`src/rtl/mono_hit_proc.sv`:
```
// mono_hit_proc: ToT post-processing of MONOPIX hit words
// Threshold filter, hit/drop counters, small FWFT output FIFO
module mono_hit_proc #(
    parameter int OUT_DEPTH = 8,
    parameter int ABUSWIDTH = 16
) (
    input  logic                 BUS_CLK,
    input  logic                 BUS_RST,
    input  logic [ABUSWIDTH-1:0] BUS_ADD,
    input  logic [7:0]           BUS_DATA_IN,
    input  logic                 BUS_WR,
    input  logic                 BUS_RD,
    output logic [7:0]           BUS_DATA_OUT,
    input  logic [31:0]          IN_DATA,
    input  logic                 IN_EMPTY,
    output logic                 IN_READ,
    output logic [31:0]          OUT_DATA,
    output logic                 OUT_EMPTY,
    input  logic                 OUT_READ
);

    localparam int AW = $clog2(OUT_DEPTH);
    localparam int OW = AW + 1;

    localparam logic [ABUSWIDTH-1:0] A_VER  = ABUSWIDTH'(0);
    localparam logic [ABUSWIDTH-1:0] A_CONF = ABUSWIDTH'(2);
    localparam logic [ABUSWIDTH-1:0] A_TOT  = ABUSWIDTH'(3);
    localparam logic [ABUSWIDTH-1:0] A_HITL = ABUSWIDTH'(4);
    localparam logic [ABUSWIDTH-1:0] A_HITH = ABUSWIDTH'(5);
    localparam logic [ABUSWIDTH-1:0] A_DROP = ABUSWIDTH'(6);

    localparam logic [7:0] VERSION = 8'd1;

    logic           rst;
    logic           conf_en;
    logic           conf_bypass;
    logic [7:0]     conf_tot_min;
    logic [15:0]    hit_cnt;
    logic [7:0]     drop_cnt;
    logic [7:0]     rd_mux;

    logic [31:0]    s1;
    logic           s1_valid;
    logic [7:0]     tot;
    logic [31:0]    out_word;
    logic [31:0]    wr_word;
    logic           keep;
    logic           fifo_wr;
    logic           fifo_rd;
    logic           drop;

    logic [31:0]    mem [OUT_DEPTH];
    logic [AW-1:0]  wr_ptr;
    logic [AW-1:0]  rd_ptr;
    logic [OW-1:0]  occ;

    // a write to address 0 acts as a soft reset
    assign rst = BUS_RST | (BUS_WR && (BUS_ADD == A_VER));

    // pop only when the word already in flight still has a free slot too
    assign IN_READ = !rst && conf_en && !IN_EMPTY &&
                     ((occ + OW'(s1_valid)) < OW'(OUT_DEPTH));

    assign tot      = s1[21:14] - s1[29:22];
    assign out_word = {s1[31:22], tot, s1[13:0]};
    assign keep     = conf_bypass || (tot >= conf_tot_min);
    assign wr_word  = conf_bypass ? s1 : out_word;
    assign fifo_wr  = s1_valid && keep;
    assign drop     = s1_valid && !keep;
    assign fifo_rd  = OUT_READ && (occ != '0);

    assign OUT_EMPTY = (occ == '0);
    assign OUT_DATA  = mem[rd_ptr];

    // configuration registers; counter addresses are read-only
    always_ff @(posedge BUS_CLK) begin
        if (rst) begin
            conf_en      <= 1'b0;
            conf_bypass  <= 1'b0;
            conf_tot_min <= 8'd0;
        end else if (BUS_WR) begin
            if (BUS_ADD == A_CONF) begin
                conf_en     <= BUS_DATA_IN[0];
                conf_bypass <= BUS_DATA_IN[1];
            end
            if (BUS_ADD == A_TOT)
                conf_tot_min <= BUS_DATA_IN;
        end
    end

    // register read decode
    always_comb begin
        rd_mux = 8'h00;
        unique case (1'b1)
            (BUS_ADD == A_VER):  rd_mux = VERSION;
            (BUS_ADD == A_CONF): rd_mux = {6'd0, conf_bypass, conf_en};
            (BUS_ADD == A_TOT):  rd_mux = conf_tot_min;
            (BUS_ADD == A_HITL): rd_mux = hit_cnt[7:0];
            (BUS_ADD == A_HITH): rd_mux = hit_cnt[15:8];
            (BUS_ADD == A_DROP): rd_mux = drop_cnt;
            default:             rd_mux = 8'h00;
        endcase
    end

    // read data only moves on read strobes
    always_ff @(posedge BUS_CLK) begin
        if (rst)
            BUS_DATA_OUT <= 8'h00;
        else if (BUS_RD)
            BUS_DATA_OUT <= rd_mux;
    end

    // stage 1: capture popped word
    always_ff @(posedge BUS_CLK) begin
        if (rst) begin
            s1_valid <= 1'b0;
            s1       <= '0;
        end else begin
            s1_valid <= IN_READ;
            if (IN_READ)
                s1 <= IN_DATA;
        end
    end

    // saturating hit / drop counters
    always_ff @(posedge BUS_CLK) begin
        if (rst) begin
            hit_cnt  <= 16'd0;
            drop_cnt <= 8'd0;
        end else begin
            if (fifo_wr && hit_cnt != 16'hFFFF)
                hit_cnt <= hit_cnt + 16'd1;
            if (drop && drop_cnt != 8'hFF)
                drop_cnt <= drop_cnt + 8'd1;
        end
    end

    // output FIFO storage; contents are don't-care after reset
    always_ff @(posedge BUS_CLK) begin
        if (fifo_wr)
            mem[wr_ptr] <= wr_word;
    end

    // output FIFO pointers and occupancy
    always_ff @(posedge BUS_CLK) begin
        if (rst) begin
            wr_ptr <= '0;
            rd_ptr <= '0;
            occ    <= '0;
        end else begin
            if (fifo_wr)
                wr_ptr <= wr_ptr + AW'(1);
            if (fifo_rd)
                rd_ptr <= rd_ptr + AW'(1);
            if (fifo_wr && !fifo_rd)
                occ <= occ + OW'(1);
            else if (!fifo_wr && fifo_rd)
                occ <= occ - OW'(1);
        end
    end

endmodule

```
`config.mk`:
```
export PLATFORM = sky130hd
export DESIGN_NAME = mono_hit_proc
export DESIGN_NICKNAME = d
export VERILOG_FILES = /design/src/rtl/mono_hit_proc.sv
export SDC_FILE = /design/constraint.sdc
export NUM_CORES = 1
export LEC_CHECK = 0
export CORE_UTILIZATION = 45
export CTS_BUF_LIST = sky130_fd_sc_hd__clkbuf_8 sky130_fd_sc_hd__clkbuf_16
export CTS_CLUSTER_DIAMETER = 40
export DETAILED_ROUTE_END_ITERATION = 10
export GPL_TIMING_DRIVEN = 0
export HOLD_SLACK_MARGIN = 0.12
export PLACE_DENSITY = 0.66
export SYNTH_ARGS = -nofsm -noshare
export SYNTH_HDL_FRONTEND = slang
export SYNTH_SLANG_ARGS = --single-unit
```
`constraint.sdc`:
```
create_clock -name BUS_CLK -period 6.1 [get_ports BUS_CLK]
set_clock_uncertainty 0.15 [all_clocks]
set_input_delay 1.525 -clock BUS_CLK [delete_from_list [all_inputs] [get_ports BUS_CLK]]
set_output_delay 1.525 -clock BUS_CLK [all_outputs]
set_load 0.005 [all_outputs]
```
==> results of run 1 <==
==> cells by family after synthesis <==
group,count (synthesis)
flops,344
simple gates,192
mux,157
compound gates,101
buf+inv,72
fa+ha+maj,24
xor+xnor,14
==> report_power, final <==
part	internal [mW]	switching [mW]
Sequential	2.50	0.0156
Combinational	0.470	0.311
Clock	1.39	0.960
Total	4.36	1.29
==> cell usage in the layout (no fill, tap or decap), types with 19 or more instances in the layout <==
cell type and count:
clkbuf_16 43, edfxtp_1 256, buf_6 22, mux2_2 39, a21oi_1 30, dfxtp_1 88
mux4_2 64, buf_2 21, clkbuf_1 19, ha_1 22, nor2_1 67, nand2_1 20
inv_1 35, clkdlybuf4s50_1 100, mux2i_1 54
==> critical path, cell delays in order <==
cell             delay (ns)
clkdlybuf4s50_1        0.48
or3b_2                 0.46
nor3_1                 0.24
a21o_1                 0.20
buf_2                  0.31
buf_2                  0.33
nor2_1                 0.10
clkdlybuf4s50_1        0.46
==> state kept, by name, summed over array words and instances (netlist names), named ones only <==
name and cells:
conf_en 1, BUS_DATA_OUT 8, drop_cnt 8, wr_ptr 3
s1_valid 1, mem 256, conf_bypass 1, hit_cnt 16
rd_ptr 3, occ 4, s1 32, conf_tot_min 8
==> final cells by class <==
type,instances,area [um^2],share of cell area (%)
clock inverter,27,218,1.24
clock buffer,47,1130,6.45
sequential,344,9450,53.9
multi-input combinational,488,4630,26.4
buffer,46,215,1.23
timing repair buffer,124,1280,7.33
tap,402,503,2.87
inverter,26,97.6,0.557
==> routing by layer <==
| layer | share of wire, % | wire length, um |
|---|---|---|
| met1 | 45 | 14300 |
| met2 | 48 | 15400 |
| met3 | 4.8 | 1530 |
| met4 | 2.0 | 627 |
| met5 | 0 | 0 |
==> how the worst max path moves through the flow <==
stage	slack (ns)	depth (start not counted)	end
detailed placement	0.31	8	IN_READ
global placement	-2.86	15	mem[2][4]
global route	0.12	8	IN_READ
CTS	0.30	8	IN_READ
floorplan	0.27	15	mem[2][0]
finish	0.31	8	IN_READ
==> per-stage QoR <==
stage | worst slack, ns | hold WS, ns | power (mW) | std cells | cell area, um^2
finish | 0.305 | 0.336 | 5.64 | 1504 | 17500
global route | 0.118 | 0.379 | 5.84 | 1504 | 17500
CTS | 0.299 | 0.342 | 5.70 | 1504 | 17500
detailed placement | 0.309 | 0.332 | 3.36 | 1430 | 16200
global placement | -2.86 | 0.326 | 3.35 | 1406 | 15800
floorplan | 0.272 | 0.300 | 3.03 | 904 | 14300
==> out/metrics.cfg, run 1 <==
[timing]
drv_slew=0
setup_viol=0
finalHoldViolations=0
fmax_ghz=0.173
post-route-period-util_pct=95.0
post-route-min-period_ns=5.79
tns_ns=0
rsz0062_at_grt=no
tightest_slew_ns=0.841
maxSlewHeadroom_pct=43.7

[clock_network]
clock_latency_ns=0.54
post_cts_buffers=0
h-tree-depth=2
cts_hold_buf=0
clockRootBuffer=clkbuf_16
cts_buffers=41
cts.sinks=344
clockBufferDepth=3
clk_pin_slew_ns=0.05
cts_tree=yes
cts_resized=0

[synthesis]
synth_xor_area_share_pct=0.855
synth_common_cells=edfxtp_1, dfxtp_1, nor2_1
synth_edf_count=256
synth_compound_area_share_pct=4.94
netlist_instances=904
synth.area.top_cells=edfxtp_1, dfxtp_1, mux4_2
postSynthAreaPerCell_um2=15.9
netlist_area_mm2=0.0143
syn_nets=990
yosysTopAreaCell=edfxtp_1
yosysSeqAreaShare_pct=65.9
ys_async_sr_fraction_pct=0
synth_top_family_by_area=multiplexers
synthAdderAreaFrac_pct=2.20
netlist.area_leader.share_pct=53.6
synth-seq-cells=344
yosys-mux-area-fraction_pct=16.9
synth_cell_type_count=59
synth-simple-area-share_pct=7.08
yosysMostFrequentCell=edfxtp_1
yosysWarnings=0
synth_top_flop_cell=edfxtp_1

[layout]
syn_to_final_growth_pct=22.2
fin_nets=1157
drive_gt1_share_pct=21.1
final_core_util_pct=55.7
num_antenna_cells=0
fillers=2443

[global_routing]
grt_use_met1_pct=27.5
grt_pass1_vias=8493
grt_usage_pct=19.9
grt_pass1_wl_um=49200
grtUsageMet3_pct=3.17
top_usage_layer=met2
grt_max_degree=25
grt-ovfl-total=0
grtUsageMet2_pct=32.9
antenna_found_initial=0

[min_path]
hp-class=reg -> reg
hold_end=wr_ptr[0]
hold_start=wr_ptr[0]
hold_path_depth=2

[die]
dieWidth_um=181
die_h_um=181
core_mm2=0.0315
dieArea_mm2=0.0326
ios=104
row_count=65
initial_core_util_pct=45.6

[place]
portBuffers=100
dpl.hpwl_um=21600
gp_congestion=0.882

[worst_setup_path]
worst-r2r-setup-slack_ns=0.98
startpoint=BUS_WR
crit_arrival_ns=4.12
critical_path_class=in -> out
crit_fanout=10
timing.rr.end=mem[0][13]
start_kind=input port
worstSetupEndpointType=output port
cp.required_ns=4.43
worst_r2r_path_depth=17
r2r_start=s1[22]

[detailed_routing]
drt_iter0_markers=694
drc=0
ant_nets=0
drt-wirelength-per-cell_um=21.1
vias=8436
first_pass_iters=5
via_per_inst=5.61
routed_wirelength_um=31800

[power]
ir_drop_uv=170
leakage_nw=6.15
p_per_area_mw_per_mm2=322

[outcome]
status=complete, no violations

[job]
maxCapViolCount=0

Note: power is estimated with default switching activity, not from simulation.
==> run 2: changes to the inputs <==
--- a/config.mk
+++ b/config.mk
@@ -5,6 +5,7 @@
 export SDC_FILE = /design/constraint.sdc
 export NUM_CORES = 1
 export LEC_CHECK = 0
+export ABC_AREA = 1
 export CORE_UTILIZATION = 45
 export CTS_BUF_LIST = sky130_fd_sc_hd__clkbuf_8 sky130_fd_sc_hd__clkbuf_16
 export CTS_CLUSTER_DIAMETER = 40
==> out/metrics.cfg, run 2 <==
[outcome]
status=complete, no violations

[global_routing]
grt_max_degree=28  ; +12%
grt_usage_pct=23.7  ; +3.7 points
grt_pass1_wl_um=60600  ; +23%
antenna_found_initial=0  ; unchanged
grt-ovfl-total=0  ; unchanged
grt_pass1_vias=10888  ; +28%

[detailed_routing]
drt-wirelength-per-cell_um=18.6  ; -12%
first_pass_iters=5  ; unchanged
wl_met2_um=18400  ; +20%
top_layer=met4
ant_nets=0  ; unchanged
drt_iter0_markers=973  ; +40%
drc=0  ; unchanged
routed_wirelength_um=39000  ; +23%
via_per_inst=5.36  ; -4.5%
drt-met1-wl_um=16800  ; +18%
wl_met3_um=2710  ; +77%
vias=11242  ; +33%

[synthesis]
netlist.area_leader.share_pct=52.0  ; -1.6 points
yosysSeqAreaShare_pct=63.9  ; -1.9 points
yosysTopAreaCell=edfxtp_1
yosysMostFrequentCell=nor2_1
synth.area.top_cells=edfxtp_1, dfxtp_1, nor2_1
syn_nets=1552  ; +57%
netlist_instances=1466  ; +62%
synth_common_cells=nor2_1, edfxtp_1, nand2_1
synth_cell_type_count=41  ; -31%
synth_edf_count=256  ; unchanged
synth-seq-cells=344  ; unchanged
netlist_area_mm2=0.0148  ; +3.0%
postSynthAreaPerCell_um2=10.1  ; -36%
ys_async_sr_fraction_pct=0  ; unchanged
synth_top_flop_cell=edfxtp_1
yosysWarnings=0  ; unchanged

[die]
row_count=65  ; unchanged
die_h_um=183  ; +1.5%
ios=104  ; unchanged
dieWidth_um=183  ; +1.5%
initial_core_util_pct=46.2  ; +0.66 points
core_mm2=0.0320  ; +1.6%
dieArea_mm2=0.0336  ; +3.0%

[worst_setup_path]
crit_fanout=10  ; unchanged
timing.rr.end=mem[3][31]
crit_arrival_ns=3.93  ; -0.19 ns
cp_slowest_cell=clkdlybuf4s50_1
crit_buf_inv=4  ; unchanged
worst-r2r-setup-slack_ns=1.47  ; +0.49 ns
worstSetupEndpointType=output port
crit_chain=clkdlybuf4s50_1 > nor2_1 > nand2_1 > inv_1 > nand2_1 > nor2_1 > nand2_1 > nand2_2 > nor2_1 > buf_2 > clkdlybuf4s50_1
critical_path_class=in -> out
cp.required_ns=4.43  ; about the same
worst_r2r_path_depth=15  ; -2
critPathTopFamily=buffers and inverters
start_kind=input port
r2r_start=s1[26]
critPathMaxStageDelay_ns=0.57  ; +0.09 ns

[clock_network]
cts_resized=0  ; unchanged
clock_latency_ns=0.56  ; +0.02 ns
clk_pin_slew_ns=0.05  ; about the same
cts_hold_buf=0  ; unchanged
post_cts_buffers=0  ; unchanged
cts_tree=yes
cts.sinks=344  ; unchanged
cts_buffers=46  ; +12%
clockRootBuffer=clkbuf_16
h-tree-depth=2  ; unchanged
clockBufferDepth=3  ; unchanged

[timing]
setup_slack_ns=0.493  ; +0.188 ns
tightest_slew_ns=1.18  ; +0.339 ns
post-route-min-period_ns=5.61  ; -0.188 ns
fmax_ghz=0.178  ; +3.4%
tns_ns=0  ; unchanged
finalHoldViolations=0  ; unchanged
rsz0062_at_grt=no
maxSlewHeadroom_pct=20.5  ; -23 points
post-route-period-util_pct=91.9  ; -3.1 points
drv_slew=0  ; unchanged
setup_viol=0  ; unchanged

[job]
maxCapViolCount=0  ; unchanged

[layout]
instances_no_fill=2098  ; +39%
final_cell_mix=nor2_1, edfxtp_1, nand2_1, o21ai_0, clkdlybuf4s50_1
drive_gt1_share_pct=8.42  ; -13 points
top_register=mem
num_antenna_cells=0  ; unchanged
top_regs=mem (256), s1 (32), hit_cnt (16)
design_area_mm2=0.0182  ; +3.9%
mostFrequentLayoutCell=nor2_1
largest_reg_flops=256  ; unchanged
fin_nets=1711  ; +48%
syn_to_final_growth_pct=23.2

[min_path]
hold_start=BUS_DATA_OUT[4]
hp-class=reg -> reg
hold_path_depth=2  ; unchanged
hold_end=BUS_DATA_OUT[4]

[place]
dp_slack_ns=0.497  ; +0.188 ns
gp_congestion=0.887  ; +0.62%
dp_cells=2012  ; +41%
portBuffers=103  ; +3.0%
placed_area_mm2=0.0166  ; +2.6%
dpl.hpwl_um=26000  ; +20%

[power]
p_total_mw=6.53  ; +16%
leakage_nw=6.50  ; +5.7%
p_per_area_mw_per_mm2=359  ; +11%
ir_drop_uv=198  ; +17%

## run 2: cell types whose count changed after synthesis, sizes merged, moves of 33 or more
cell / previous run / this run
inv: 26 / 91
nor2: 69 / 357
nand3: 12 / 45
mux2: 39 / 0
o21ai: 14 / 163
nand2: 20 / 186
mux4: 64 / 0
mux2i: 54 / 0
## run 2: through the flow
step / hold WS (ns) / utilization, %
after floorplan: 0.305 / -
after global placement: 0.306 / 51.2
after detailed placement: 0.308 / 52.0
after CTS: 0.316 / 57.0
after global routing: 0.341 / 57.0
final: 0.312 / 57.0
## run 2: worst max-delay path by stage
stage | startpoint | endpoint | slack [ns] | cells past startpoint
floorplan | s1[26] | mem[0][0] | 1.65 | 15
global placement | s1[26] | mem[1][8] | -0.29 | 14
detailed placement | BUS_ADD[7] | IN_READ | 0.50 | 11
CTS | BUS_ADD[7] | IN_READ | 0.49 | 11
global route | BUS_ADD[6] | IN_READ | 0.38 | 11
finish | BUS_ADD[7] | IN_READ | 0.49 | 11
## run 2: cells by family after synthesis
logic type / after synthesis / share of synthesized area, %
simple gates: 618 / 16.9
flops: 344 / 63.9
compound gates: 306 / 11.5
buf+inv: 161 / 4.72
fa+ha+maj: 24 / 2.13
xor+xnor: 13 / 0.770
## run 2: power breakdown
group / switching [mW] / internal [mW]
registers: 0.0317 / 2.50
logic: 0.772 / 0.497
clock network: 1.08 / 1.65
## run 2: cell type report
cell class / count / area [um^2]
multi-input combinational: 961 / 4690
clock inverter: 37 / 390
tap: 435 / 544
clock buffer: 49 / 1210
inverter: 92 / 345
buffer: 69 / 353
timing repair buffer: 111 / 1220
fill: 2677 / 13800
sequential: 344 / 9450
## run 2: worst min-delay path, stage by stage, from the launching register on
cell     delay, ns
dfxtp_1       0.30
nand2_1       0.06
a21oi_1       0.05
## run 2: routing by layer
metal / track usage (%) / vias up
met5: 0 / -
met4: 7.83 / 0
met3: 4.25 / 74
met2: 39.0 / 405
met1: 31.7 / 5386
li1: - / 5377
==> run 3: changes to the inputs <==
--- a/config.mk
+++ b/config.mk
@@ -12,7 +12,7 @@
 export DETAILED_ROUTE_END_ITERATION = 10
 export GPL_TIMING_DRIVEN = 0
 export HOLD_SLACK_MARGIN = 0.12
-export PLACE_DENSITY = 0.66
+export PLACE_DENSITY = 0.74
 export SYNTH_ARGS = -nofsm -noshare
 export SYNTH_HDL_FRONTEND = slang
 export SYNTH_SLANG_ARGS = --single-unit
==> constraint.sdc (replaced) <==
create_clock -name BUS_CLK -period 6.1 [get_ports BUS_CLK]
set_clock_uncertainty 0.15 [all_clocks]
set_input_delay 1.525 -clock BUS_CLK [delete_from_list [all_inputs] [get_ports BUS_CLK]]
set_output_delay 1.525 -clock BUS_CLK [all_outputs]
set_load 0.02 [all_outputs]
==> out/metrics.cfg, run 3 (same netlist as run 2, synthesis figures left out) <==
[layout]
syn_to_final_growth_pct=22.6
num_antenna_cells=0  ; unchanged
mostFrequentLayoutCell=nor2_1
largest_reg_flops=256  ; unchanged
final_cell_mix=nor2_1, edfxtp_1, nand2_1, o21ai_0, clkdlybuf4s50_1
top_register=mem
top_regs=mem (256), s1 (32), hit_cnt (16)
instances_no_fill=2094  ; -0.19%
drive_gt1_share_pct=7.84  ; -0.58 points
fin_nets=1709  ; -0.12%

[power]
power.share.switching_pct=30.0  ; +1.2 points
ir_drop_uv=217  ; +9.8%
power.switching_mw=1.95  ; +3.7%
leakage_nw=6.49  ; -0.10%
pwr-share-clk_pct=39.4  ; -2.4 points
p_per_area_mw_per_mm2=359  ; about the same
p_int_mw=4.55  ; -2.2%
p_total_mw=6.50  ; -0.54%
pwr-share-comb_pct=21.6  ; +2.2 points
power_frac_seq_pct=39.0  ; +0.2 points

[worst_setup_path]
worstSetupEndpointType=output port
crit_fanout=10  ; unchanged
start_kind=input port
cp.required_ns=4.43  ; about the same
crit_chain=clkdlybuf4s50_1 > nor2_1 > nand2_1 > inv_1 > nand2_1 > nor2_1 > nand2_1 > nand2_2 > nor2_1 > buf_2 > clkdlybuf4s50_1
critPathMaxStageDelay_ns=0.67  ; +0.10 ns
critical_path_class=in -> out
cp_slowest_cell=clkdlybuf4s50_1
crit_arrival_ns=4.03  ; +0.10 ns

[job]
maxCapViolCount=0  ; unchanged

[die]
initial_core_util_pct=46.2  ; unchanged
die_h_um=183  ; unchanged
dieArea_mm2=0.0336  ; unchanged
core_mm2=0.0320  ; unchanged
row_count=65  ; unchanged
ios=104  ; unchanged
dieWidth_um=183  ; unchanged

[global_routing]
grt_pass1_vias=10885  ; -0.028%
grt_usage_pct=22.8  ; -0.88 points
grt_pass1_wl_um=58600  ; -3.3%
grt_max_degree=20  ; -29%
grt-ovfl-total=0  ; unchanged
antenna_found_initial=0  ; unchanged

[place]
gp_congestion=0.908  ; +2.4%
portBuffers=103  ; unchanged
dp_cells=2012  ; unchanged
dp_slack_ns=0.457  ; -0.0408 ns
dpl.hpwl_um=25800  ; -0.66%

[clock_network]
h-tree-depth=2  ; unchanged
cts.sinks=344  ; unchanged
clock_latency_ns=0.54  ; -0.02 ns
cts_tree=yes
cts_hold_buf=0  ; unchanged
cts_buffers=44  ; -4.3%
clockRootBuffer=clkbuf_16
post_cts_buffers=0  ; unchanged
cts_resized=0  ; unchanged
clk_pin_slew_ns=0.05  ; about the same
clockBufferDepth=3  ; unchanged

[detailed_routing]
routed_wirelength_um=38100  ; -2.3%
drt_iter0_markers=1147  ; +18%
vias=11302  ; +0.53%
via_per_inst=5.40  ; +0.73%
ant_nets=0  ; unchanged
drt-wirelength-per-cell_um=18.2  ; -2.1%
drc=0  ; unchanged
first_pass_iters=5  ; unchanged

[timing]
whs_ns=0.316  ; +0.00454 ns
post-route-min-period_ns=5.71  ; +0.0988 ns
maxSlewHeadroom_pct=26.2  ; +5.8 points
tns_ns=0  ; unchanged
setup_viol=0  ; unchanged
drv_slew=0  ; unchanged
setup_slack_ns=0.394  ; -0.0988 ns
tightest_slew_ns=1.10  ; -0.0854 ns
rsz0062_at_grt=no
post-route-period-util_pct=93.5  ; +1.6 points
finalHoldViolations=0  ; unchanged
fmax_ghz=0.175  ; -1.7%

[outcome]
status=complete, no violations

[min_path]
hp-class=reg -> reg

## run 3: cell types whose count changed in the layout (fill, tap and decap cells not counted), moves of 2 or more
cell	previous run	this run
inv_8	2	0
buf_12	5	2
inv_16	2	0
buf_16	4	7
clkbuf_8	1	4
inv_1	92	99
clkinv_4	5	7
inv_6	3	5
clkinv_2	6	3
clkinvlp_4	7	1
clkbuf_16	48	45
## run 3: layout make-up
cell class              count  area (um^2)
well taps                 435          544
repair buffers            111         1240
plain buffers              69          353
multi-input cells         961         4690
fillers                  2591        13800
inverters                  92          345
clock inverters            33          309
clock buffers              49         1180
flip-flops and latches    344         9450
## run 3: per-stage QoR
step	util, %	instance area (um^2)
final	56.7	18100
after global routing	56.7	18100
after CTS	56.7	18100
after detailed placement	52.0	16600
after global placement	51.2	16400
after floorplan	-	14800
## run 3: path summary, 6_finish.rpt
kind | start | to | slack [ns] | cells after the start
max reg2reg | s1[26] | mem[7][19] | 1.46 | 15
min reg2reg | BUS_DATA_OUT[2] | BUS_DATA_OUT[2] | 0.32 | 2
max | BUS_ADD[7] | IN_READ | 0.39 | 11
min | BUS_DATA_OUT[2] | BUS_DATA_OUT[2] | 0.32 | 2
## run 3: worst max-delay path: cells and delay by family
kind / cells / cell delay (ns)
buffers and inverters: 4 / 1.59
AND/OR/NAND/NOR: 7 / 0.89
## run 3: power groups by stage
stage	Combinational (mW)	Clock, mW	Sequential, mW
global route	1.52	2.68	2.54
detailed placement	1.38	0	2.58
finish	1.40	2.56	2.53
floorplan	0.801	0	2.57
global placement	1.36	0	2.58
CTS	1.40	2.58	2.53
## run 3: metal layers
| metal | global-route usage, % | routed length, um | vias up |
|---|---|---|---|
| li1 | - | - | 5358 |
| met1 | 29.6 | 15800 | 5377 |
| met2 | 37.9 | 18100 | 483 |
| met3 | 3.55 | 2860 | 84 |
| met4 | 9.93 | 1360 | 0 |
| met5 | 0 | 0 | - |
